`config.mk`:
```
export PLATFORM = sky130hd
export DESIGN_NAME = square_sequencer
export DESIGN_NICKNAME = d
export VERILOG_FILES = /design/src/rtl/vga_pkg.sv /design/src/rtl/frame_counter.sv /design/src/rtl/square_sequencer.sv
export SDC_FILE = /design/constraint.sdc
export NUM_CORES = 1
export LEC_CHECK = 0
export CAP_MARGIN = 20
export CORE_ASPECT_RATIO = 1.4
export CORE_MARGIN = 2
export CORE_UTILIZATION = 64
export CTS_BUF_LIST = sky130_fd_sc_hd__clkbuf_2 sky130_fd_sc_hd__clkbuf_4 sky130_fd_sc_hd__clkbuf_8
export CTS_CLUSTER_DIAMETER = 80
export DETAILED_ROUTE_END_ITERATION = 16
export PLACE_DENSITY_LB_ADDON = 0.08
export SETUP_SLACK_MARGIN = 0.05
export SYNTH_ARGS = -nofsm -noshare
export SYNTH_HDL_FRONTEND = slang
export SYNTH_HIERARCHICAL = 1
export SYNTH_SLANG_ARGS = --single-unit
```
`constraint.sdc`:
```
create_clock -name clk -period 7.29 [get_ports clk]
set_clock_uncertainty 0.2 [all_clocks]
set_input_delay 2.187 -clock clk [delete_from_list [all_inputs] [get_ports clk]]
set_output_delay 2.187 -clock clk [all_outputs]
set_load 0.03 [all_outputs]
```
`src/rtl/vga_pkg.sv`:
```
`default_nettype none
// ============================================================================
// Module      : vga_pkg
// Description : Shared constants for the four-square VGA overlay: colors,
//               pattern-entry field positions and sequencer state encoding.
// Revision    : 1.0 - initial release
// ============================================================================
package vga_pkg;

    // {R,G,B} color constants
    localparam logic [2:0] BLACK   = 3'b000;
    localparam logic [2:0] BLUE    = 3'b001;
    localparam logic [2:0] GREEN   = 3'b010;
    localparam logic [2:0] CYAN    = 3'b011;
    localparam logic [2:0] RED     = 3'b100;
    localparam logic [2:0] MAGENTA = 3'b101;
    localparam logic [2:0] YELLOW  = 3'b110;
    localparam logic [2:0] WHITE   = 3'b111;

    // Pattern entry layout: {color[2:0], squares[3:0]}
    localparam int SQ_LSB    = 0;
    localparam int COLOR_LSB = 4;

    // Sequencer state encoding
    localparam logic [1:0] IDLE = 2'd0;
    localparam logic [1:0] SHOW = 2'd1;
    localparam logic [1:0] GAP  = 2'd2;

endpackage : vga_pkg
`default_nettype wire

```
`src/rtl/frame_counter.sv`:
```
`default_nettype none
// ============================================================================
// Module      : frame_counter
// Description : 6-bit frame counter. Counts frame_tick pulses, clears on
//               demand and flags the tick that carries the runtime limit.
// Revision    : 1.0 - initial release
// ============================================================================
module frame_counter (
    input  logic       clk,
    input  logic       reset,
    input  logic       clear,
    input  logic       tick,
    input  logic [5:0] limit,
    output logic       terminal
);

    logic [5:0] r_count;

    // Count ticks; clear wins so a tick on an entry cycle is not counted
    always_ff @(posedge clk) begin
        if (reset || clear) begin
            r_count <= 6'd0;
        end else if (tick) begin
            r_count <= r_count + 6'd1;
        end
    end

    // The tick that arrives while the count equals the limit ends the interval
    always_comb begin
        terminal = tick && (r_count == limit);
    end

endmodule : frame_counter
`default_nettype wire

```
`src/rtl/square_sequencer.sv`:
```
`default_nettype none
// ============================================================================
// Module      : square_sequencer
// Description : Playback controller for the four-square VGA overlay. Steps
//               through a programmable pattern, showing each entry for
//               DWELL_FRAMES frames followed by GAP_FRAMES blank frames.
// Revision    : 1.0 - initial release
// ============================================================================
module square_sequencer
    import vga_pkg::*;
#(
    parameter int STEPS        = 8,
    parameter int DWELL_FRAMES = 30,
    parameter int GAP_FRAMES   = 10
) (
    input  logic                     clk,
    input  logic                     reset,
    input  logic                     frame_tick,
    input  logic                     wr_en,
    input  logic [$clog2(STEPS)-1:0] wr_addr,
    input  logic [6:0]               wr_data,
    input  logic [$clog2(STEPS):0]   len,
    input  logic                     start,
    input  logic                     loop,
    input  logic                     abort,
    output logic [3:0]               squares,
    output logic [2:0]               color,
    output logic                     busy,
    output logic                     done,
    output logic [$clog2(STEPS)-1:0] step_idx
);

    localparam int               c_AW        = $clog2(STEPS);
    localparam logic [c_AW:0]    c_STEPS_LEN = (c_AW + 1)'(STEPS);
    localparam logic [5:0]       c_DWELL_LIM = 6'(DWELL_FRAMES - 1);
    localparam logic [5:0]       c_GAP_LIM   = (GAP_FRAMES > 0) ? 6'(GAP_FRAMES - 1) : 6'd0;

    logic [6:0]      r_mem [STEPS];
    logic [1:0]      r_state;
    logic [c_AW:0]   r_eff_len;

    logic            w_term;
    logic            w_clear;
    logic            w_last;
    logic [5:0]      w_limit;
    logic [c_AW-1:0] w_step_next;
    logic [6:0]      w_entry_next;
    logic [6:0]      w_entry_first;

    // Pattern memory: written in any state, never cleared
    always_ff @(posedge clk) begin
        if (wr_en) begin
            r_mem[wr_addr] <= wr_data;
        end
    end

    // Counter control: held clear in IDLE and cleared on every state change
    always_comb begin
        w_limit       = (r_state == GAP) ? c_GAP_LIM : c_DWELL_LIM;
        w_clear       = (r_state == IDLE) || w_term || abort;
        w_last        = ({1'b0, step_idx} == (r_eff_len - 1'b1));
        w_step_next   = step_idx + 1'b1;
        w_entry_next  = r_mem[w_step_next];
        w_entry_first = r_mem[0];
    end

    frame_counter u_frame_counter (
        .clk      (clk),
        .reset    (reset),
        .clear    (w_clear),
        .tick     (frame_tick),
        .limit    (w_limit),
        .terminal (w_term)
    );

    // Playback state machine with registered overlay outputs
    always_ff @(posedge clk) begin
        if (reset) begin
            r_state   <= IDLE;
            r_eff_len <= '0;
            squares   <= 4'd0;
            color     <= BLACK;
            busy      <= 1'b0;
            done      <= 1'b0;
            step_idx  <= '0;
        end else begin
            done <= 1'b0;
            case (r_state)
                IDLE: begin
                    if (start && (len != '0)) begin
                        r_eff_len <= (len > c_STEPS_LEN) ? c_STEPS_LEN : len;
                        step_idx  <= '0;
                        squares   <= w_entry_first[SQ_LSB +: 4];
                        color     <= w_entry_first[COLOR_LSB +: 3];
                        busy      <= 1'b1;
                        r_state   <= SHOW;
                    end
                end
                SHOW, GAP: begin
                    if (abort) begin
                        squares  <= 4'd0;
                        busy     <= 1'b0;
                        step_idx <= '0;
                        r_state  <= IDLE;
                    end else if (w_term) begin
                        if ((r_state == SHOW) && (GAP_FRAMES > 0)) begin
                            // Blank frames; color keeps its last value
                            squares <= 4'd0;
                            r_state <= GAP;
                        end else if (!w_last) begin
                            step_idx <= w_step_next;
                            squares  <= w_entry_next[SQ_LSB +: 4];
                            color    <= w_entry_next[COLOR_LSB +: 3];
                            r_state  <= SHOW;
                        end else if (loop) begin
                            step_idx <= '0;
                            squares  <= w_entry_first[SQ_LSB +: 4];
                            color    <= w_entry_first[COLOR_LSB +: 3];
                            r_state  <= SHOW;
                        end else begin
                            squares  <= 4'd0;
                            busy     <= 1'b0;
                            done     <= 1'b1;
                            step_idx <= '0;
                            r_state  <= IDLE;
                        end
                    end
                end
                default: begin
                    squares <= 4'd0;
                    busy    <= 1'b0;
                    r_state <= IDLE;
                end
            endcase
        end
    end

endmodule : square_sequencer
`default_nettype wire

```
==> summary.txt, run 1 <==
Job
  – Max-Cap Viols: 0

Floorplanning
  – Die Wd: 67.4 um
  – Top Ports: 33
  – Initial Utilization: 65.6%
  – Rows: 32
  – Die Y: 92.7 um
  – Die area: 0.00624 mm2
  – Core area: 0.00549 mm2

Worst hold path
  – Worst Hold Path EP: squares[3]
  – Worst hold stages: 2
  – Hold Crit Class: flip-flop to flip-flop
  – Hold path startpoint: squares[3]

Synthesis
  – Cells after Synth: 261
  – Synth area leader: edfxtp_1
  – Synth top cells by count: edfxtp_1, dfxtp_1, nand2_1, nor2_1
  – Cell Area, Synth: 0.00360 mm2
  – Synth area leaders: edfxtp_1, dfxtp_1, mux4_2
  – Mean Syn Cell Area: 13.8 um2
  – Share of the synthesized area in the top cell type: 46.8%
  – FF+latch count, synth: 80
  – Synth Warn #: 6
  – Distinct cells, synth: 53
  – Seq/Total Area, Yosys: 60.1%
  – EDFF count, synth: 56
  – Dominant cell by count in the synthesized netlist: edfxtp_1
  – Ys flop type: edfxtp_1
  – Async SR Flop Fraction: 0%

Setup path
  – R2R cell count: 4
  – CP max stage delay: 1.01 ns
  – Critical path's slowest cell: dfxtp_1
  – Worst Setup Start Kind: flip-flop
  – CP max FO: 19
  – CP Capture Type: primary output
  – Worst R2R Start: step_idx[0]
  – Crit path buf inv count: 1
  – Critical Path RT: 4.90 ns
  – CP delay by family, top: flip-flops
  – Cell Chain, Critical Path: clkdlybuf4s50_1
  – Arrival time at the worst endpoint: 2.18 ns
  – R2R Setup Slk: 4.31 ns
  – Critical R2R Capture: squares[2]
  – CP Class: flip-flop to primary output

Clock network
  – Clock transition at path regs: 0.08 ns
  – CTS tree: done
  – CTS resizes: 0
  – CTS Buf Count: 9
  – Cts-stage hold buffer count: 0
  – Longest Clk Path Bufs: 2
  – Post-CTS Setup Bufs: 0
  – Num Clock Sinks: 80
  – Skew-Pair Late Insertion Delay: 0.35 ns
  – H-tree level count: 3
  – Clock root cell: clkbuf_8

STA
  – Peak Freq: 0.219 GHz
  – Fin crit share: 62.7%
  – Min Clock Period, post-route: 4.57 ns
  – Final setup viols: 0
  – Relative slew slack: 28.2%
  – RSZ-0062 raised after global routing: false
  – Final hold vios: 0
  – Least-Margin Pin Slew: 1.07 ns
  – Fin. max-slew vios: 0
  – Final WS setup: 2.72 ns
  – Setup TNS Final: 0 ns

Finish
  – Share of layout cells above drive strength 1: 12.0%
  – # fillers: 351
  – Nets: 324
  – Area grow syn2layout: 15.0%
  – ANT cells: 0
  – Design area: 0.00414 mm2
  – Layout Cells excl Fill: 368

Placed design
  – Worst slack at placement: 2.47 ns
  – Detailed Place HPWL: 4580 um
  – Placed cells: 353
  – Port bufs: 32
  – GP Congestion: 0.788
  – DP Area: 0.00395 mm2

Run status
  – Status: complete, no violations

Power and ir drop
  – Maximum VDD drop: 0.178 mV
  – Clk pwr share: 30.5%
  – Switching Share: 27.4%
  – Pint: 759 uW
  – Design Power: 1040 uW
  – P_leak: 0.00140 uW
  – Flop pwr share: 50.9%
  – Comb pwr share: 18.6%
  – Pwr/cell area: 253 mW/mm2
  – Switching component of the power: 286 uW

Drt
  – # DRC: 0
  – Antenna viol nets, final: 0
  – Starting DRT DRC Count: 135
  – Via count: 2169
  – Routed wire length: 6420 um
  – DRT Pass-1 Iters: 4
  – Via density: 5.89
  – Routed len/inst: 17.4 um

GRT
  – Most Crowded Layer GR: met2
  – Vias in the first global route: 2252
  – Met1 usage: 26.3%
  – Pin count of the biggest net entering global routing: 22
  – Initial antenna violation count: 0
  – Met2 global-route usage: 41.7%
  – GRT Residual Overflow: 0
  – Global Route met3 Usage: 5.10%
  – Global-route usage over all layers: 23.3%
  – First-pass GRT wire length: 10500 um
==> power groups by stage <==
| stage | registers (uW) | clock network [uW] | logic, uW |
|---|---|---|---|
| final | 532 | 319 | 194 |
| after detailed placement | 543 | 0 | 193 |
| after global routing | 536 | 345 | 211 |
| after global placement | 541 | 0 | 190 |
| after CTS | 533 | 324 | 194 |
| after floorplan | 558 | 0 | 117 |
==> logic make-up (layout without fill, tap and decap cells) <==
| kind of cell | after synthesis | in the layout | share of synthesized area, % |
|---|---|---|---|
| fa+ha+maj | 7 | 7 | 2.44 |
| simple gates | 80 | 80 | 12.3 |
| compound gates | 33 | 33 | 6.51 |
| mux | 24 | 24 | 11.9 |
| buf+inv | 21 | 58 | 2.92 |
| other cells | 2 | 4 | 0.209 |
| flops | 80 | 80 | 60.1 |
| xor+xnor | 14 | 14 | 3.62 |
==> area by class of cell <==
class	instances	area (um2)	area share (%)
sequential	80	2160	52.3
multi-input combinational	162	1340	32.3
timing repair buffer	32	320	7.74
clock buffer	9	124	2.99
tap	68	85.1	2.06
clock inverter	6	67.6	1.63
inverter	11	41.3	0.998
==> worst max path at each step <==
stage | start | endpoint | slack [ns] | depth (start not counted)
2_1_floorplan | frame_tick | squares[0] | 3.32 | 7
3_3_place_gp | frame_tick | squares[0] | 2.55 | 7
3_5_place_dp | frame_tick | squares[2] | 2.47 | 7
4_1_cts | step_idx[0] | step_idx[0] | 2.66 | 1
5_1_grt | step_idx[0] | step_idx[0] | 2.57 | 1
6_report | step_idx[0] | step_idx[0] | 2.72 | 1
==> metal layers <==
layer	routed length, um	part of all wire (%)	vias up
li1	-	-	1049
met1	2470	38	1065
met2	3640	57	44
met3	201	3.1	11
met4	103	1.6	0
met5	0	0	-
==> state kept, by name, summed over array words and instances, names as in the netlist <==
register / flops
r_mem: 56
u_frame_counter/r_count: 6
r_eff_len: 4
squares: 4
color: 3
step_idx: 3
r_state: 2
busy: 1
done: 1
==> placed cells by master (no fill, tap or decap), types with 3 or more instances in the layout <==
cell type         n
dfxtp_1          24
xor2_1            7
clkdlybuf4s50_1  32
nand3_1           3
or3_1             3
clkbuf_8          9
nor3_1            5
nand4b_1          3
o32ai_1           3
nand2_1          18
conb_1            4
nor2b_1           3
edfxtp_1         56
ha_1              7
nor2_1           18
nand2b_1          9
and3_1            3
mux4_1            3
mux4_2           11
o21ai_0           3
inv_1            11
a21oi_1          11
xnor2_1           6
nand4_1           3
mux2i_1          10
o221ai_1          4
==> per-stage QoR <==
stage          utilization [%]  hold slack (ns)
4_1_cts                   75.4            0.287
5_1_grt                   75.4            0.301
3_5_place_dp              71.9            0.261
6_report                  75.4            0.281
2_1_floorplan                -            0.252
3_3_place_gp              71.9            0.265
(Power assumes the default switching activity.)
==> inputs of run 2 (changes only) <==
--- a/config.mk
+++ b/config.mk
@@ -8,7 +8,7 @@
 export CAP_MARGIN = 20
 export CORE_ASPECT_RATIO = 1.4
 export CORE_MARGIN = 2
-export CORE_UTILIZATION = 64
+export CORE_UTILIZATION = 59
 export CTS_BUF_LIST = sky130_fd_sc_hd__clkbuf_2 sky130_fd_sc_hd__clkbuf_4 sky130_fd_sc_hd__clkbuf_8
 export CTS_CLUSTER_DIAMETER = 80
 export DETAILED_ROUTE_END_ITERATION = 16
==> constraint.sdc (replaced) <==
create_clock -name clk -period 4.65 [get_ports clk]
set_clock_uncertainty 0.2 [all_clocks]
set_input_delay 1.395 -clock clk [delete_from_list [all_inputs] [get_ports clk]]
set_output_delay 1.395 -clock clk [all_outputs]
set_load 0.03 [all_outputs]
==> run 2 against run 1 <==
Against the previous run:
- clock power increased by 81%
- non-clock buffer count is 3 higher
- worst hold slack worse by 0.0021 ns
- combinational power rose by 63%
- clock-buffer cell count did not move
- core utilization is 3.9 points lower
- die area up 8.0%
- sequential share of layout area fell by 0.73 points
- first-iteration DRC count up 0.74%
- via count grew 1.0%
- critical path type is now primary input to flip-flop
- highest routed layer unchanged
==> summary.txt, run 2 (synthesis gave the netlist of run 1 again) <==
Drt
  – # DRC: 0
  – Routed wire length: 6450 um
  – Starting DRT DRC Count: 136
  – Antenna viol nets, final: 0
  – Routed len/inst: 17.3 um
  – DRT Pass-1 Iters: 4
  – Via count: 2191
  – Via density: 5.86

Setup path
  – Worst R2R Start: r_state[0]
  – Arrival time at the worst endpoint: 3.67 ns
  – CP Class: primary input to flip-flop
  – R2R Setup Slk: 1.81 ns
  – Critical R2R Capture: squares[2]
  – Critical Path Start: frame_tick
  – Critical Path RT: 4.72 ns
  – CP Capture Type: flip-flop
  – Worst Setup Start Kind: primary input
  – Worst setup path endpoint: squares[2]
  – R2R cell count: 10
  – CP max FO: 7

Clock network
  – Longest Clk Path Bufs: 2
  – Post-CTS Setup Bufs: 0
  – CTS tree: done
  – Clock root cell: clkbuf_8
  – Skew-Pair Late Insertion Delay: 0.35 ns
  – Num Clock Sinks: 80
  – CTS resizes: 0
  – Cts-stage hold buffer count: 0
  – CTS Buf Count: 9
  – H-tree level count: 3
  – Clock transition at path regs: 0.09 ns

Power and ir drop
  – Flop pwr share: 48.1%
  – Pint: 1250 uW
  – Comb pwr share: 18.4%
  – Switching component of the power: 468 uW
  – Switching Share: 27.2%
  – Maximum VDD drop: 0.412 mV
  – Clk pwr share: 33.5%
  – Pwr/cell area: 410 mW/mm2
  – P_leak: 0.00143 uW

STA
  – Min Clock Period, post-route: 3.61 ns
  – Final setup viols: 0
  – Fin. max-slew vios: 0
  – Final hold vios: 0
  – Setup TNS Final: 0 ns
  – Fin crit share: 77.5%
  – Relative slew slack: 49.5%
  – Least-Margin Pin Slew: 0.754 ns
  – RSZ-0062 raised after global routing: false
  – Peak Freq: 0.277 GHz

GRT
  – First-pass GRT wire length: 10700 um
  – Pin count of the biggest net entering global routing: 22
  – Vias in the first global route: 2278
  – GRT Residual Overflow: 0
  – Initial antenna violation count: 0
  – Global-route usage over all layers: 20.9%

Placed design
  – GP Congestion: 0.797
  – Placed cells: 358
  – DP Area: 0.00397 mm2
  – Port bufs: 32
  – Detailed Place HPWL: 4480 um

Run status
  – Status: complete, no violations

Finish
  – Final core occ: 71.6%
  – ANT cells: 0
  – Largest Register: r_mem
  – Top Registers: r_mem (56), u_frame_counter/r_count (6)
  – Leading cell type in the layout, fill and taps excluded: edfxtp_1
  – Most frequent cells in the layout: edfxtp_1, clkdlybuf4s50_1, dfxtp_1, nand2_1, nor2_1
  – Layout Cells excl Fill: 374
  – Design area: 0.00420 mm2
  – Share of layout cells above drive strength 1: 13.2%
  – Area grow syn2layout: 16.7%
  – Number of flip-flops in the largest register: 56
  – Nets: 327

Floorplanning
  – Die Wd: 70.0 um
  – Rows: 33
  – Core area: 0.00586 mm2
  – Top Ports: 33
  – Die Y: 96.4 um
  – Initial Utilization: 61.3%
  – Die area: 0.00674 mm2

Job
  – Max-Cap Viols: 0

Worst hold path
  – Hold Crit Class: flip-flop to flip-flop
[run 2: final cells by class]
cell class / instances / area (um2)
well taps: 70 / 87.6
inverters: 11 / 41.3
clock inverters: 7 / 101
clock buffers: 9 / 124
repair buffers: 35 / 343
flip-flops and latches: 80 / 2160
multi-input cells: 162 / 1340
fillers: 397 / 1670
[run 2: stage by stage]
step                power [uW]  hold WS [ns]  setup slack (ns)
floorplan                 1060         0.252              1.47
global placement          1150         0.264             0.733
global route              1790         0.327             0.817
finish                    1720         0.279              1.04
CTS                       1730         0.283              1.07
detailed placement        1160         0.268             0.697
[run 2: how the worst min path moves through the flow]
stage | startpoint | cells past startpoint | endpoint
after floorplan | r_eff_len[2] | 2 | r_eff_len[2]
after global placement | squares[0] | 2 | squares[0]
after detailed placement | squares[0] | 2 | squares[0]
after CTS | busy | 2 | busy
after global routing | busy | 2 | busy
final | busy | 2 | busy
[run 2: worst max-delay path, cell delays in order]
cell	delay (ns)
clkdlybuf4s50_1	0.60
nand4_1	0.11
nor4_1	0.44
or3b_2	0.24
o21ai_1	0.18
a2111o_1	0.50
o221ai_1	0.20
[run 2: routing by layer]
metal	vias up	GRT usage [%]	share of wire [%]
li1	1054	-	-
met1	1070	23.7	41
met2	57	38.3	54
met3	10	3.84	3.5
met4	0	10.1	1.6
met5	-	0	0
[run 2: power by group through the flow]
stage | Combinational, uW | Sequential [uW] | Clock [uW]
2_1_floorplan | 183 | 874 | 0
3_3_place_gp | 311 | 841 | 0
6_report | 316 | 827 | 577
4_1_cts | 318 | 827 | 586
3_5_place_dp | 316 | 842 | 0
5_1_grt | 345 | 831 | 617
==> inputs of run 3 (changes only) <==
==> constraint.sdc (replaced) <==
create_clock -name clk -period 3.8 [get_ports clk]
set_clock_uncertainty 0.2 [all_clocks]
set_input_delay 1.14 -clock clk [delete_from_list [all_inputs] [get_ports clk]]
set_output_delay 1.14 -clock clk [all_outputs]
set_load 0.03 [all_outputs]
==> run 3 against run 2 <==
Against the previous run:
- worst setup slack lost 0.55 ns
- clock power grew 15%
- routed wire length shrank 2.0%
- register-to-register slack lost 0.92 ns
- flip-flop and latch count is the same
- critical path type unchanged
- largest power group unchanged
==> summary.txt, run 3 (synthesis gave the netlist of run 1 again) <==
Finish
  – Layout Cells excl Fill: 377
  – ANT cells: 0
  – Area grow syn2layout: 16.9%
  – # fillers: 420
  – Share of layout cells above drive strength 1: 14.0%
  – Top Registers: r_mem (56), u_frame_counter/r_count (6)
  – Leading cell type in the layout, fill and taps excluded: edfxtp_1
  – Most frequent cells in the layout: edfxtp_1, clkdlybuf4s50_1, dfxtp_1, nand2_1, nor2_1
  – Number of flip-flops in the largest register: 56
  – Nets: 330
  – Largest Register: r_mem

Setup path
  – CP Capture Type: flip-flop
  – Critical R2R Capture: squares[1]
  – Arrival time at the worst endpoint: 3.37 ns
  – R2R cell count: 10
  – Critical Path RT: 3.87 ns
  – CP Class: primary input to flip-flop
  – CP max FO: 7
  – Worst R2R Start: r_state[0]
  – R2R Setup Slk: 0.89 ns
  – Critical Path Start: frame_tick
  – Worst Setup Start Kind: primary input

Placed design
  – GP Congestion: 0.804
  – Detailed Place HPWL: 4570 um
  – Port bufs: 32
  – Placed cells: 361

Worst hold path
  – Worst Hold Path EP: r_eff_len[2]
  – Worst hold stages: 2
  – Hold Crit Class: flip-flop to flip-flop
  – Hold path startpoint: r_eff_len[2]

Clock network
  – Clock root cell: clkbuf_8
  – Clock transition at path regs: 0.09 ns
  – H-tree level count: 3
  – Post-CTS Setup Bufs: 0
  – Skew-Pair Late Insertion Delay: 0.35 ns
  – Cts-stage hold buffer count: 0
  – CTS resizes: 0
  – Num Clock Sinks: 80
  – Longest Clk Path Bufs: 2
  – CTS Buf Count: 9
  – CTS tree: done

Drt
  – Via density: 5.77
  – Via count: 2176
  – DRT Pass-1 Iters: 5
  – # DRC: 0
  – Antenna viol nets, final: 0
  – Routed len/inst: 16.8 um
  – Routed wire length: 6320 um
  – Starting DRT DRC Count: 160

Run status
  – Status: complete, no violations

GRT
  – Global-route usage over all layers: 20.3%
  – Pin count of the biggest net entering global routing: 19
  – Vias in the first global route: 2174
  – Initial antenna violation count: 0
  – First-pass GRT wire length: 10200 um
  – GRT Residual Overflow: 0

Floorplanning
  – Die area: 0.00674 mm2
  – Core area: 0.00586 mm2
  – Top Ports: 33
  – Rows: 33
  – Initial Utilization: 61.3%
  – Die Wd: 70.0 um
  – Die Y: 96.4 um

STA
  – Setup TNS Final: 0 ns
  – Min Clock Period, post-route: 3.30 ns
  – Final setup viols: 0
  – Least-Margin Pin Slew: 0.746 ns
  – Final hold vios: 0
  – Relative slew slack: 50.1%
  – Peak Freq: 0.303 GHz
  – Fin crit share: 86.9%
  – RSZ-0062 raised after global routing: false
  – Fin. max-slew vios: 0

Power and ir drop
  – P_leak: 0.00144 uW
  – Pwr/cell area: 489 mW/mm2
  – Maximum VDD drop: 0.328 mV

Job
  – Max-Cap Viols: 0
## run 3: cell count changes in the layout (fill, tap and decap cells not counted)
| cell | change |
|---|---|
| clkinv_2 | -1 |
| buf_4 | +3 |
| inv_8 | +1 |
| bufinv_16 | -1 |
| clkinvlp_4 | -1 |
| clkinv_4 | +2 |
## run 3: metrics by stage
step	power (uW)	cell area, um2	util [%]	setup slack [ns]	hold slack [ns]
2_1_floorplan	1290	3600	-	0.875	0.252
3_3_place_gp	1410	3990	68.1	0.235	0.264
3_5_place_dp	1420	3990	68.1	0.159	0.256
4_1_cts	2070	4200	71.7	0.536	0.286
5_1_grt	2150	4200	71.7	0.368	0.305
6_report	2060	4200	71.7	0.498	0.281
## run 3: worst max-delay path: stages
cell	delay (ns)
clkdlybuf4s50_1	0.49
nand4_1	0.08
nor4_1	0.53
or3b_2	0.26
o21ai_1	0.18
a2111o_1	0.50
o221ai_1	0.19
## run 3: how the worst max path moves through the flow
stage | slack, ns | endpoint
final | 0.50 | squares[1]
after global routing | 0.37 | squares[0]
after CTS | 0.54 | squares[1]
after detailed placement | 0.16 | squares[3]
after global placement | 0.24 | squares[3]
after floorplan | 0.87 | squares[0]
## run 3: cell type report
class,instances,area [um2],share of cell area (%)
clock buffers,9,124,2.95
multi-input cells,162,1340,31.8
repair buffers,38,365,8.69
flip-flops and latches,80,2160,51.4
well taps,70,87.6,2.08
clock inverters,7,87.6,2.08
inverters,11,41.3,0.982
## run 3: report_power, final
group,total (uW),switching (uW),internal [uW]
registers,1010,28.2,983
clock network,662,342,320
logic,385,212,173
total,2060,582,1480
## run 3: routing by layer
metal  GRT usage [%]  part of all wire [%]  vias to the layer above
li1                -                     -                     1073
met1            22.3                    41                     1038
met2            37.4                    53                       55
met3            4.67                   4.3                       10
met4            9.29                   1.9                        0
met5               0                     0                        -
